## src/rtl/flatten_stream_reader_if.sv

```systemverilog
// Bundles the upstream result-memory read port and the downstream byte stream
// so the reader and its neighbours connect through a single port each.
interface flatten_stream_reader_if;
  logic        up_start;
  logic        up_done;
  logic [31:0] up_read_addr;
  logic [7:0]  up_read_data;
  logic        m_valid;
  logic        m_ready;
  logic [7:0]  m_data;
  logic        m_last;

  modport master (
    output up_start, up_read_addr, m_valid, m_data, m_last,
    input  up_done, up_read_data, m_ready
  );

  modport slave (
    input  up_start, up_read_addr, m_valid, m_data, m_last,
    output up_done, up_read_data, m_ready
  );
endinterface

```

## src/rtl/flatten_stream_reader.sv

```systemverilog
// Reads the pooled feature map out of the upstream result memory byte by byte
// and re-emits it as a valid/ready stream through a small credit-managed FIFO.
module flatten_stream_reader #(
  parameter int N_BYTES    = 1600,
  parameter int FIFO_DEPTH = 4
) (
  input  logic                    clk,
  input  logic                    resetn,
  input  logic                    start,
  output logic                    busy,
  output logic                    done,
  flatten_stream_reader_if.master bus
);

  localparam int CNT_W  = $clog2(N_BYTES + 1);
  localparam int PTR_W  = (FIFO_DEPTH > 1) ? $clog2(FIFO_DEPTH) : 1;
  localparam int FCNT_W = $clog2(FIFO_DEPTH + 1);

  localparam logic [CNT_W-1:0]  LAST_IDX = CNT_W'(N_BYTES - 1);
  localparam logic [CNT_W-1:0]  N_CNT    = CNT_W'(N_BYTES);
  localparam logic [FCNT_W:0]   FIFO_LIM = (FCNT_W + 1)'(FIFO_DEPTH);

  typedef enum logic [2:0] {IDLE, UP_START, WAIT_UP, STREAM, DRAIN, DONE} state_t;

  state_t            state_q, state_d;
  logic [CNT_W-1:0]  addr_q, addr_d;
  logic [CNT_W-1:0]  out_cnt_q, out_cnt_d;
  logic              inflight_q;
  logic [PTR_W-1:0]  wr_ptr_q, rd_ptr_q;
  logic [FCNT_W-1:0] fcnt_q;
  logic [7:0]        mem_q [FIFO_DEPTH];

  logic              fifo_ne, credit_ok, issue, push, pop;
  logic [FCNT_W:0]   used;

  // A read is only issued when its returning byte is guaranteed a FIFO slot,
  // which is what lets the write side push without a full check.
  assign fifo_ne   = (fcnt_q != '0);
  assign used      = {1'b0, fcnt_q} + {{FCNT_W{1'b0}}, inflight_q};
  assign credit_ok = (used < FIFO_LIM);
  assign issue     = (state_q == STREAM) && credit_ok;
  assign push      = inflight_q;
  assign pop       = fifo_ne && bus.m_ready;

  always_comb begin
    state_d   = state_q;
    addr_d    = addr_q;
    out_cnt_d = out_cnt_q;
    if (pop) out_cnt_d = out_cnt_q + CNT_W'(1);
    case (state_q)
      IDLE:     if (start) state_d = UP_START;
      UP_START: state_d = WAIT_UP;
      WAIT_UP: begin
        if (bus.up_done) begin
          addr_d    = '0;
          out_cnt_d = '0;
          state_d   = STREAM;
        end
      end
      STREAM: begin
        if (issue) begin
          // The address stops on the last index so it holds through DRAIN.
          if (addr_q == LAST_IDX) state_d = DRAIN;
          else                    addr_d  = addr_q + CNT_W'(1);
        end
      end
      DRAIN: begin
        if (!fifo_ne && !inflight_q && (out_cnt_q == N_CNT)) state_d = DONE;
      end
      DONE:     state_d = IDLE;
      default:  state_d = IDLE;
    endcase
  end

  always_ff @(posedge clk or negedge resetn) begin
    if (!resetn) begin
      state_q    <= IDLE;
      addr_q     <= '0;
      out_cnt_q  <= '0;
      inflight_q <= 1'b0;
      wr_ptr_q   <= '0;
      rd_ptr_q   <= '0;
      fcnt_q     <= '0;
    end else begin
      state_q    <= state_d;
      addr_q     <= addr_d;
      out_cnt_q  <= out_cnt_d;
      inflight_q <= issue;
      if (push) wr_ptr_q <= wr_ptr_q + PTR_W'(1);
      if (pop)  rd_ptr_q <= rd_ptr_q + PTR_W'(1);
      fcnt_q     <= fcnt_q + FCNT_W'(push) - FCNT_W'(pop);
    end
  end

  always_ff @(posedge clk) begin
    if (push) mem_q[wr_ptr_q] <= bus.up_read_data;
  end

  assign bus.m_valid      = fifo_ne;
  assign bus.m_data       = fifo_ne ? mem_q[rd_ptr_q] : 8'h00;
  assign bus.m_last       = fifo_ne && (out_cnt_q == LAST_IDX);
  assign bus.up_start     = (state_q == UP_START);
  assign bus.up_read_addr = 32'(addr_q);
  assign busy             = (state_q == UP_START) || (state_q == WAIT_UP) ||
                            (state_q == STREAM)   || (state_q == DRAIN);
  assign done             = (state_q == DONE);

endmodule

```

## src/flat_wrapper.sv

```systemverilog
// flat-port wrapper written by rule: the top's interface ports become plain ports
module flatten_stream_reader_flat 
#(
  parameter int N_BYTES    = 1600,
  parameter int FIFO_DEPTH = 4
)
  (clk, resetn, start, busy, done, bus_up_start, bus_up_read_addr, bus_m_valid, bus_m_data, bus_m_last, bus_up_done, bus_up_read_data, bus_m_ready);
  flatten_stream_reader_if bus_i ();
  input  logic clk;
  input  logic resetn;
  input  logic start;
  output logic busy;
  output logic done;
  output wire logic [$bits(bus_i.up_start)-1:0] bus_up_start;
  output wire logic [$bits(bus_i.up_read_addr)-1:0] bus_up_read_addr;
  output wire logic [$bits(bus_i.m_valid)-1:0] bus_m_valid;
  output wire logic [$bits(bus_i.m_data)-1:0] bus_m_data;
  output wire logic [$bits(bus_i.m_last)-1:0] bus_m_last;
  input wire logic [$bits(bus_i.up_done)-1:0] bus_up_done;
  input wire logic [$bits(bus_i.up_read_data)-1:0] bus_up_read_data;
  input wire logic [$bits(bus_i.m_ready)-1:0] bus_m_ready;
  assign bus_up_start = bus_i.up_start;
  assign bus_up_read_addr = bus_i.up_read_addr;
  assign bus_m_valid = bus_i.m_valid;
  assign bus_m_data = bus_i.m_data;
  assign bus_m_last = bus_i.m_last;
  assign bus_i.up_done = bus_up_done;
  assign bus_i.up_read_data = bus_up_read_data;
  assign bus_i.m_ready = bus_m_ready;
  flatten_stream_reader #(.N_BYTES(N_BYTES), .FIFO_DEPTH(FIFO_DEPTH)) u_core (.clk(clk), .resetn(resetn), .start(start), .busy(busy), .done(done), .bus(bus_i));
endmodule
```

## config.mk

```make
export PLATFORM = sky130hd
export DESIGN_NAME = flatten_stream_reader_flat
export DESIGN_NICKNAME = d
export VERILOG_FILES = /design/src/rtl/flatten_stream_reader_if.sv /design/src/rtl/flatten_stream_reader.sv /design/src/flat_wrapper.sv
export SDC_FILE = /design/constraint.sdc
export NUM_CORES = 1
export LEC_CHECK = 0
export CAP_MARGIN = 20
export CORE_MARGIN = 2
export CORE_UTILIZATION = 40
export DETAILED_ROUTE_END_ITERATION = 6
export PLACE_DENSITY = 0.66
export SLEW_MARGIN = 40
export SYNTH_ARGS = -nofsm -noshare
export SYNTH_HDL_FRONTEND = slang
export SYNTH_SLANG_ARGS = --single-unit
```

## constraint.sdc

```tcl
create_clock -name clk -period 2.55 [get_ports clk]
set_clock_uncertainty 0.15 [all_clocks]
set_input_delay 0.51 -clock clk [delete_from_list [all_inputs] [get_ports clk]]
set_output_delay 0.51 -clock clk [all_outputs]
set_load 0.005 [all_outputs]
```

Yosys cells after proc, flatten, opt, wreduce, memory -nomap -nowiden
Memory sizes are Yosys's and may differ from the RTL's.
Index checks and enable logic that the tools add are counted.

operators by class
  add/sub/neg operators = 7
  multipliers = 0
  divide/modulo/power cells = 0
  magnitude comparators = 1
  equality and inequality tests = 14
  shift operators = 0
  mux-type cells = 16
  bitwise gates (word level) = 0
  reductions and logical operators = 15

operator list
  operator               number
  $mux 11                6
  $eq 11x11->1 const B   3
  $add 11x1->11 const B  2
  $pmux 11 s2            1
  $mux 3                 5
  $pmux 3 s5             1
  $mux 8                 1
  $ne 2x2->1 const B     4
  $eq 3x2->1 const B     2
  $eq 3x3->1 const B     2
  $logic_and 1x1->1      5
  $reduce_and 5->1       1
  $add 2x1->2 const B    2
  $add 3x1->4            1
  $lt 4x3->1 const B     1
  $ne 2x1->1 const B     2
  $reduce_and 4->1       1
  $add 3x1->3            1
  $eq 3x1->1 const B     1
  $logic_not 3->1        1
  $logic_or 1x1->1       3
  $reduce_bool 3->1      1
  $sub 3x1->3            1
  $logic_not 1->1        2
  other kinds (2)        3

word-level totals
  register bits after elaboration = 33
  bits in latches = 0
  bits in writable memories = 32
  ROM bits = 0
  logic and storage cells = 61
  memories = 1

memories
  memory        words  bits a word  read ports  clocked after memory_dff  wr ports  RTL line                     RTL
  u_core.mem_q  4      8            1           0                         1         flatten_stream_reader.sv:31  logic [7:0] mem_q [FIFO_DEPTH];

Longest topological paths before layout
Gate-level depths: netlist of the first run.

  depth after elaboration = 6
  gate-level depth with buffers = 7
  mapped depth without buffers = 7

Worst setup path before layout of the first run
Ideal clock, no wire load.

  kind = reg2reg
  from = register u_core.fcnt_q[1]
  to = register u_core.fcnt_q[2]
  setup time = 0.123 ns
  arrival time = 1.880 ns
  required time = 2.277 ns
  slack = 0.398 ns
  cell stages (with the launch flop) = 7
  cell sequence = dfrtp_1 o31ai_2 or2_2 nand2_1 ha_1 fa_1 xnor2_1

on the way
  word-level cells in the longest chain between the ends = 3
  elaborated cells on any way between the ends = 4
  classes of those cells = add/sub (2); reduce/logical (2)

ends and longest elaborated chain
  what                                                                 RTL line                     RTL
  start, declared                                                      flatten_stream_reader.sv:30  logic [FCNT_W-1:0] fcnt_q;
  start signal, assigned                                               flatten_stream_reader.sv:91  fcnt_q <= fcnt_q + FCNT_W'(push) - FCNT_W'(pop);
  parallel branches: the longest is 2 deep, another holds $add 3x1->3  n/a
  $sub 3x1->3 *                                                        flatten_stream_reader.sv:91

Every way passes the cells marked *.
A chain may end at the register's enable or synchronous reset.

Final worst setup path of the first run
  from = register u_core.rd_ptr_q[0]
  to = output bus_m_data[2]

on the way
  word-level cells in the longest chain between the ends = 2

ends and longest elaborated chain
  what                    RTL line                      RTL
  start, declared         flatten_stream_reader.sv:29   logic [PTR_W-1:0] wr_ptr_q, rd_ptr_q;
  start signal, assigned  flatten_stream_reader.sv:90   if (pop) rd_ptr_q <= rd_ptr_q + PTR_W'(1);
  $mem_v2 4x8             n/a
  $mux 8                  flatten_stream_reader.sv:100  assign bus.m_data = fifo_ne ? mem_q[rd_ptr_q] : 8'h00;
  end, declared           flat_wrapper.sv:17            output wire logic [$bits(bus_i.m_data)-1:0] bus_m_data;

Every way passes these cells.

==> impl_metrics.tcl, run 1 <==
set metrics [dict create \
    row_count 32 \
    hold_buffers 0 \
    power_density_nw_per_um2 1060 \
    numCtsBuffers 9 \
    cts.sinks 65 \
    vias 2079 \
    syn_avg_cell_area_um2 12.2 \
    clock-root-buffer "clkbuf_8" \
    yosys_most_used_dff "dfrtp_1" \
    p_leak_uw 0.00159 \
    nets 340 \
    status "completed" \
    dpl_worst_slack_ns 0.157 \
    cp_slowest_stage_delay_ns 0.47 \
    drt_iter0_markers 50 \
    fin_crit_ns 2.52 \
    ir_drop_mv 0.456 \
    critical_path_class "flip-flop to primary output" \
    finalSetupTns_ns 0 \
    grt_usage_pct 14.0 \
    io_buffers 36 \
    cpLargestDelayFamily "buffers and inverters" \
    arrival_ns 1.86 \
    grt_pass1_wl_um 9330 \
    grt_remaining_overflow 0 \
    drc_errors 0 \
    fin_area_um2 3960 \
    via_per_inst 4.90 \
    crit_path_cell_trace "buf_12 -> buf_4 -> mux4_2 -> nor2b_1 -> dlygate4sd2_1" \
    antenna_found_initial 0 \
    hold_class "flip-flop to flip-flop" \
    cap_viol_max_count 0 \
    ioPinCount 58 \
    mostFrequentLayoutCells "33 x dfrtp_1, 32 x edfxtp_1, 27 x clkdlybuf4s50_1" \
    synthArstFlopShare_pct 50.8 \
    syn_to_final_growth_pct 23.2 \
    fp.dieH_um 93.6 \
    routed_wirelength_um 5670 \
    final_antenna_net_count 0 \
    ys_seq_area_share_pct 55.6 \
    rsz0062_at_grt "yes" \
    netlist_instances 263 \
    drv_slew 0 \
    clk_latency_ns 0.34 \
    worstSetupStartpointType "flip-flop" \
    fin_crit_sh_pct 98.9 \
    final_common_cell "dfrtp_1" \
    grt_max_degree 34 \
    yosysWarnings 0 \
    setup-violations-final 0 \
    cts.reportedPaths.clkPinSlew_ns 0.07 \
    syn_area_um2 3210 \
    ys_seq_elements 65 \
    cp_slowest_cell "mux4_2" \
    synth_edf_count 32 \
    routabilityCongestion 0.811 \
    core-area_um2 7770 \
    htreeDepth 3 \
    avgRoutedWirePerCell_um 13.4 \
    antennaDiodeCount 0 \
    place_area_um2 3650 \
    dp_hpwl_um 3900 \
    fmax_mhz 396 \
    cp-end-kind "primary output" \
    cts_tree "yes" \
    drive_gt1_share_pct 17.4 \
    start_util_pct 41.3 \
    grt_pass1_vias 2033 \
    cts_buffer_depth 2 \
    hold_violations 0 \
    drt_first_pass_iters 3 \
    crit_buf_inv 3 \
    worstPathRequired_ns 1.89 \
    die_width_um 93.6 \
    yosysUniqueCellTypes 54 \
    cp_max_fo 5 \
    worst_slack_ns 0.0275 \
    dieArea_um2 8760 \
]
## worst paths after layout
| kind | start | endpoint | slack, ns | depth (start not counted) |
|---|---|---|---|---|
| worst max-delay path | u_core.rd_ptr_q[0] | bus_m_data[2] | 0.03 | 5 |
| worst min-delay path | u_core.addr_q[10] | u_core.addr_q[10] | 0.38 | 1 |
| worst max register to register | u_core.fcnt_q[1] | u_core.addr_q[8] | 0.37 | 7 |
| worst min register to register | u_core.addr_q[10] | u_core.addr_q[10] | 0.38 | 1 |
| max in group asynchronous | resetn | u_core.wr_ptr_q[0] | 1.52 | 2 |
| min in group asynchronous | resetn | u_core.out_cnt_q[10] | 0.42 | 2 |
## through the flow
| stage | instances | hold slack (ns) | power [µW] | utilization (%) |
|---|---|---|---|---|
| floorplan | 283 | 0.0644 | 2490 | - |
| global placement | 401 | 0.356 | 3070 | 47.0 |
| CTS | 422 | 0.368 | 4190 | 50.6 |
| global route | 424 | 0.404 | 4470 | 51.0 |
| detailed placement | 401 | 0.352 | 3110 | 47.0 |
| finish | 424 | 0.376 | 4190 | 51.0 |
## power by group
| part | leakage, µW | total [µW] | switching [µW] | internal (µW) |
|---|---|---|---|---|
| logic | 0.000752 | 1460 | 661 | 800 |
| clock network | 0.000124 | 1070 | 416 | 659 |
| registers | 0.000715 | 1660 | 255 | 1400 |
## synth_stat cells (2+ instances only)
| cell type | number | area, µm² |
|---|---|---|
| mux4_2 | 8 | 180 |
| xnor2_1 | 8 | 70.1 |
| a21o_1 | 3 | 22.5 |
| and2_1 | 5 | 31.3 |
| xor2_1 | 7 | 61.3 |
| nand2_1 | 17 | 63.8 |
| nor2_1 | 19 | 71.3 |
| o31ai_1 | 3 | 22.5 |
| buf_2 | 3 | 15.0 |
| dfrtp_1 | 33 | 826 |
| or3_1 | 3 | 18.8 |
| edfxtp_1 | 32 | 961 |
| o21ai_0 | 5 | 25.0 |
| nor3_1 | 7 | 35.0 |
| nand4_1 | 2 | 12.5 |
| buf_4 | 23 | 173 |
| ha_1 | 9 | 113 |
| inv_1 | 7 | 26.3 |
| a21oi_1 | 3 | 15.0 |
| o21ai_1 | 6 | 30.0 |
| nor3b_1 | 3 | 22.5 |
| clkbuf_1 | 2 | 7.51 |
| nor2b_1 | 9 | 56.3 |
| nand3_1 | 16 | 80.1 |
## routing by layer
| metal | wire, µm | track usage (%) | share of wire, % |
|---|---|---|---|
| met1 | 2560 | 17.2 | 45 |
| met2 | 2840 | 23.3 | 50 |
| met5 | 0 | 0 | 0 |
| met3 | 163 | 2.82 | 2.9 |
| met4 | 99 | 7.61 | 1.7 |
## final cells by class
class | instances | area, µm²
clock buffer | 9 | 124
multi-input combinational | 182 | 1290
fill | 677 | 3810
tap | 102 | 128
inverter | 8 | 30.0
clock inverter | 7 | 125
timing repair buffer | 51 | 477
sequential | 65 | 1790
## worst reg2reg max path, cell delays in order (launching register included)
cell and delay [ns]:
dfrtp_1 0.46, ha_1 0.25, or3_1 0.39, o211ai_2 0.13
nand2_2 0.10, inv_2 0.09, mux2_2 0.33, a21o_1 0.17
## cell families (layout without fill, tap and decap cells)
| logic type | Yosys count | after routing | share of synthesized area [%] |
|---|---|---|---|
| AO/OA/AOI/OAI | 31 | 31 | 7.01 |
| XOR/XNOR | 15 | 15 | 4.09 |
| adder cells (fa/ha/maj) | 10 | 10 | 4.13 |
| buffers and inverters | 36 | 75 | 7.01 |
| flip-flops | 65 | 65 | 55.6 |
| multiplexers | 9 | 9 | 5.96 |
| other | 1 | 21 | 0.117 |
| AND/OR/NAND/NOR | 96 | 96 | 16.1 |
## registers in the layout (all words and copies together) (netlist names)
signal / count
u_core.addr_q: 11
u_core.fcnt_q: 3
u_core.inflight_q: 1
u_core.mem_q: 32
u_core.out_cnt_q: 11
u_core.rd_ptr_q: 2
u_core.state_q: 3
u_core.wr_ptr_q: 2
## repair_timing
action / CTS / global route
endpoints found under the setup margin: 9 / 7
resized for setup: 9 / 9
setup buffers: 5 / 2
Note: power is estimated with default switching activity, not from simulation.
==> run 2: changes to the inputs <==
CORE_UTILIZATION = 52   (was 40)
CTS_CLUSTER_SIZE = 25   (was not set)
PLACE_DENSITY = 0.81   (was 0.66)
clock period = 2.45 ns   (was 2.55 ns; I/O delays follow)
==> run 2 against run 1 <==
Power fell by 3.5%. Non-clock buffer count fell by 2. Final area fell by 3.2%. Combinational power barely moved. Die area fell by 22%. Register-to-register slack got worse by 0.13 ns. Clock power fell by 23%. Largest cell class unchanged. Highest routed layer unchanged.
==> impl_metrics.tcl, run 2 (synthesis gave the netlist of run 1 again) <==
set metrics [dict create \
    cp-end-kind "primary output" \
    clkPwrFrac_pct 20.2 \
    grt_pass1_wl_um 9690 \
    cts.reportedPaths.clkPinSlew_ns 0.08 \
    p_seq_share_pct 42.8 \
    cp_slowest_cell "mux4_2" \
    fin_area_um2 3830 \
    vias 2106 \
    hold_class "flip-flop to flip-flop" \
    rsz0062_at_grt "yes" \
    intPower_uw 2640 \
    setup-violations-final 0 \
    clk_latency_ns 0.35 \
    final_antenna_net_count 0 \
    antenna_found_initial 0 \
    nets 338 \
    drt_first_pass_iters 4 \
    routabilityCongestion 0.812 \
    die_width_um 82.6 \
    cap_viol_max_count 0 \
    p_leak_uw 0.00153 \
    finalSetupTns_ns 0 \
    drc_errors 0 \
    power_density_nw_per_um2 1060 \
    largest_reg_flops 32 \
    fin_crit_sh_pct 98.3 \
    ff2ff_path_depth 7 \
    grt_usage_pct 19.9 \
    drt_iter0_markers 85 \
    mostFrequentLayoutCells "32 x edfxtp_1, 31 x dfrtp_1, 27 x clkdlybuf4s50_1" \
    worstSetupStartpointType "flip-flop" \
    hold_buffers 0 \
    cts_buffer_depth 2 \
    crit_cells 4 \
    hold_end "u_core.addr_q[5]" \
    dieArea_um2 6820 \
    clock-root-buffer "clkbuf_8" \
    antennaDiodeCount 0 \
    grt_max_degree 34 \
    row_count 28 \
    avgRoutedWirePerCell_um 15.0 \
    crit_buf_inv 2 \
    hp-start "u_core.addr_q[5]" \
    ioPinCount 58 \
    worstPathRequired_ns 1.81 \
    drive_gt1_share_pct 17.8 \
    syn_to_final_growth_pct 19.3 \
    fp.dieH_um 82.6 \
    dp_hpwl_um 4070 \
    arrival_ns 1.77 \
    place_area_um2 3600 \
    cts.sinks 65 \
    hold_violations 0 \
    grt_pass1_vias 2066 \
    ir_drop_mv 0.601 \
    r2r_slack_ns 0.24 \
    fmax_mhz 415 \
    grt_remaining_overflow 0 \
    routed_wirelength_um 5930 \
    htreeDepth 3 \
    r2r-start "u_core.fcnt_q[1]" \
    regMostFlops "u_core.mem_q" \
    status "completed" \
    final_common_cell "edfxtp_1" \
    critical_path_class "flip-flop to primary output" \
    r2r_end "u_core.addr_q[8]" \
    reg.largest.list "u_core.mem_q x32, u_core.addr_q x11, u_core.out_cnt_q x11" \
    via_per_inst 5.33 \
    fin_crit_ns 2.41 \
    io_buffers 36 \
    crit_path_cell_trace "buf_6 -> mux4_2 -> nor2b_1 -> dlygate4sd2_1" \
    post-place-cells 373 \
    p_sw_share_pct 34.8 \
    cp_max_fo 4 \
    whs_ns 0.369 \
    cts_tree "yes" \
    start_util_pct 53.9 \
    drv_slew 0 \
    instances_no_fill 395 \
    cpLargestDelayFamily "multiplexers" \
    switchingPower_uw 1410 \
    cp_slowest_stage_delay_ns 0.49 \
    p_comb_share_pct 36.9 \
    numCtsBuffers 9 \
    min_path_cells 1 \
    core-area_um2 5960 \
]
[run 2: changes by cell type in the layout (fill, tap and decap cells not counted), sizes merged]
cell,change
clkinv,+1
clkbuf,+3
buf,-2
clkdlybuf4s15,-2
bufinv,-3
clkinvlp,+2
dlygate4sd2,-1
[run 2: cell type report]
class,count,area [µm²]
Fill cell,465,2120
Sequential cell,65,1790
Multi-Input combinational cell,182,1290
Timing Repair Buffer,49,447
Clock buffer,9,124
Tap cell,75,93.8
Clock inverter,7,53.8
Inverter,8,30.0
[run 2: repair_timing]
action | 4_1_cts | 5_1_grt
cloned | 0 | 0
buffers inserted | 6 | 0
resized for setup | 19 | 8
endpoints found under the setup margin | 10 | 10
[run 2: power groups by stage]
| stage | clock, µW | sequential [µW] | combinational (µW) |
|---|---|---|---|
| global placement | 0 | 1720 | 1430 |
| detailed placement | 0 | 1740 | 1490 |
| floorplan | 0 | 1640 | 956 |
| global route | 881 | 1780 | 1680 |
| CTS | 832 | 1720 | 1540 |
| finish | 819 | 1730 | 1490 |
[run 2: worst max-delay path by stage]
stage                       endpoint                 from  slack, ns
finish                 bus_m_data[3]   u_core.rd_ptr_q[0]       0.04
global route           bus_m_data[7]   u_core.rd_ptr_q[0]     -0.009
CTS                    bus_m_data[5]   u_core.rd_ptr_q[0]       0.01
detailed placement  u_core.fcnt_q[1]          bus_m_ready       0.07
global placement          bus_m_last  u_core.out_cnt_q[1]       0.16
floorplan           u_core.fcnt_q[2]     u_core.fcnt_q[1]       0.30
[run 2: per-stage QoR]
stage	util [%]	power (µW)	setup WS, ns
floorplan	-	2600	0.298
global placement	60.4	3150	0.155
detailed placement	60.4	3230	0.0655
CTS	64.5	4100	0.0117
global route	64.3	4330	-0.00863
finish	64.3	4050	0.0422
[run 2: metal layers]
metal | global-route usage, % | vias to the layer above | share of wire, %
li1 | - | 1004 | -
met1 | 24.2 | 1034 | 41
met2 | 33.4 | 59 | 52
met3 | 5.54 | 9 | 5.3
met4 | 8.52 | 0 | 1.6
met5 | 0 | - | 0
[run 2: worst register-to-register path, stage by stage (launching register included)]
cell,delay (ns)
dfrtp_2,0.47
ha_1,0.24
or3_1,0.39
o211ai_2,0.13
nand2_2,0.10
inv_2,0.10
mux2_2,0.34
a21o_1,0.18
==> run 3: changes to the inputs <==
SKIP_LAST_GASP = 1   (was not set)
==> run 3 against run 2 <==
The run now ends with negative setup slack left. Count of clock-buffer cells in the layout did not move. Highest routed layer unchanged. Critical endpoint is now bus_m_data[6]. Final cell count rose by 0.51%. Clock power barely moved. Sequential power barely moved. Sequential share of layout area fell by 0.26 points. Wire length rose by 0.96%. Critical path depth rose by 1.
==> impl_metrics.tcl, run 3 (synthesis gave the netlist of run 1 again) <==
set metrics [dict create \
    post-place-cells 373 \
    start_util_pct 53.9 \
    antenna_found_initial 0 \
    grt_remaining_overflow 0 \
    nets 340 \
    fin_crit_ns 2.48 \
    dp_hpwl_um 4070 \
    fin_area_um2 3850 \
    worst_slack_ns -0.0269 \
    dieArea_um2 6820 \
    numCtsBuffers 9 \
    drive_gt1_share_pct 18.3 \
    final_antenna_net_count 0 \
    avgRoutedWirePerCell_um 15.1 \
    largest_reg_flops 32 \
    drt_iter0_markers 80 \
    arrival_ns 1.84 \
    status "finished with violations" \
    cts.sinks 65 \
    htreeDepth 3 \
    regMostFlops "u_core.mem_q" \
    ir_drop_mv 0.614 \
    die_width_um 82.6 \
    setup-violations-final 2 \
    final_common_cell "edfxtp_1" \
    cts.reportedPaths.clkPinSlew_ns 0.07 \
    grt_pass1_vias 2085 \
    fin_crit_sh_pct 101 \
    routed_wirelength_um 5980 \
    reg.largest.list "u_core.mem_q x32, u_core.addr_q x11, u_core.out_cnt_q x11" \
    cp_max_fo 4 \
    mostFrequentLayoutCells "32 x edfxtp_1, 30 x dfrtp_1, 27 x clkdlybuf4s50_1" \
    drc_errors 0 \
    place_area_um2 3600 \
    ioPinCount 58 \
    routabilityCongestion 0.812 \
    clock-root-buffer "clkbuf_8" \
    io_buffers 36 \
    power_density_nw_per_um2 1060 \
    fmax_mhz 404 \
    via_per_inst 5.29 \
    vias 2101 \
    critical_path_class "flip-flop to primary output" \
    syn_to_final_growth_pct 20.0 \
    row_count 28 \
    hold_violations 0 \
    worstPathRequired_ns 1.81 \
    violations "negative setup slack" \
    p_leak_uw 0.00156 \
    cap_viol_max_count 0 \
    cp-end-kind "primary output" \
    worstSetupStartpointType "flip-flop" \
    grt_max_degree 34 \
    grt_pass1_wl_um 9750 \
    instances_no_fill 397 \
    drt_first_pass_iters 4 \
    drv_slew 0 \
    core-area_um2 5960 \
    cts_buffer_depth 2 \
    num-fill-cells 462 \
    hold_buffers 0 \
    fp.dieH_um 82.6 \
    cts_tree "yes" \
    clk_latency_ns 0.35 \
    hold_class "flip-flop to flip-flop" \
    grt_usage_pct 20.0 \
    rsz0062_at_grt "yes" \
    antennaDiodeCount 0 \
]
run 3: cell count changes in the layout (fill, tap and decap cells not counted), sizes merged:
cell	before	now
dlymetal6s2s	0	1
buf	13	15
clkbuf	13	12
run 3: final timing paths:
check	from	endpoint	slack, ns	cells past startpoint
max	u_core.rd_ptr_q[0]	bus_m_data[6]	-0.03	5
min	u_core.addr_q[5]	u_core.addr_q[5]	0.37	1
max reg2reg	u_core.fcnt_q[1]	u_core.addr_q[8]	0.24	7
min reg2reg	u_core.addr_q[5]	u_core.addr_q[5]	0.37	1
max in group asynchronous	resetn	u_core.fcnt_q[0]	1.43	2
min in group asynchronous	resetn	u_core.out_cnt_q[3]	0.38	2
run 3: metal layers:
metal,GRT usage (%),routed length (µm)
met1,24.2,2520
met4,8.52,112
met2,33.8,3100
met5,0,0
met3,5.54,250
run 3: power breakdown:
part | leakage [µW] | internal (µW) | total (µW) | switching [µW]
registers | 0.000711 | 1470 | 1740 | 271
clock network | 0.0000839 | 373 | 822 | 449
logic | 0.000763 | 825 | 1530 | 704
total | 0.00156 | 2660 | 4090 | 1420
run 3: through the flow:
| stage | setup slack (ns) | TNS [ns] | power (µW) | util (%) | hold WS (ns) |
|---|---|---|---|---|---|
| floorplan | 0.298 | 0 | 2600 | - | 0.0444 |
| global placement | 0.155 | 0 | 3150 | 60.4 | 0.352 |
| detailed placement | 0.0655 | 0 | 3230 | 60.4 | 0.356 |
| CTS | -0.166 | -0.341 | 4080 | 64.3 | 0.374 |
| global route | -0.0843 | -0.140 | 4360 | 64.7 | 0.393 |
| finish | -0.0269 | -0.0303 | 4090 | 64.7 | 0.368 |
run 3: layout make-up:
| type | instances | area, µm² | share of cell area (%) |
|---|---|---|---|
| tap | 75 | 93.8 | 2.43 |
| inverter | 8 | 30.0 | 0.779 |
| sequential | 65 | 1790 | 46.4 |
| clock inverter | 7 | 53.8 | 1.40 |
| clock buffer | 9 | 124 | 3.21 |
| timing repair buffer | 51 | 469 | 12.2 |
| multi-input combinational | 182 | 1290 | 33.6 |
run 3: worst max-delay path, cell delays in order, from the launching register on:
cell and delay, ns:
dfrtp_1 0.39, buf_6 0.13, buf_6 0.10, mux4_2 0.47, nor2b_1 0.14, dlygate4sd2_1 0.26
run 3: what timing repair did:
action	CTS	global route
gates resized for setup	13	13
setup buffers	6	2
pin swaps	0	0
setup endpoints to repair	10	9
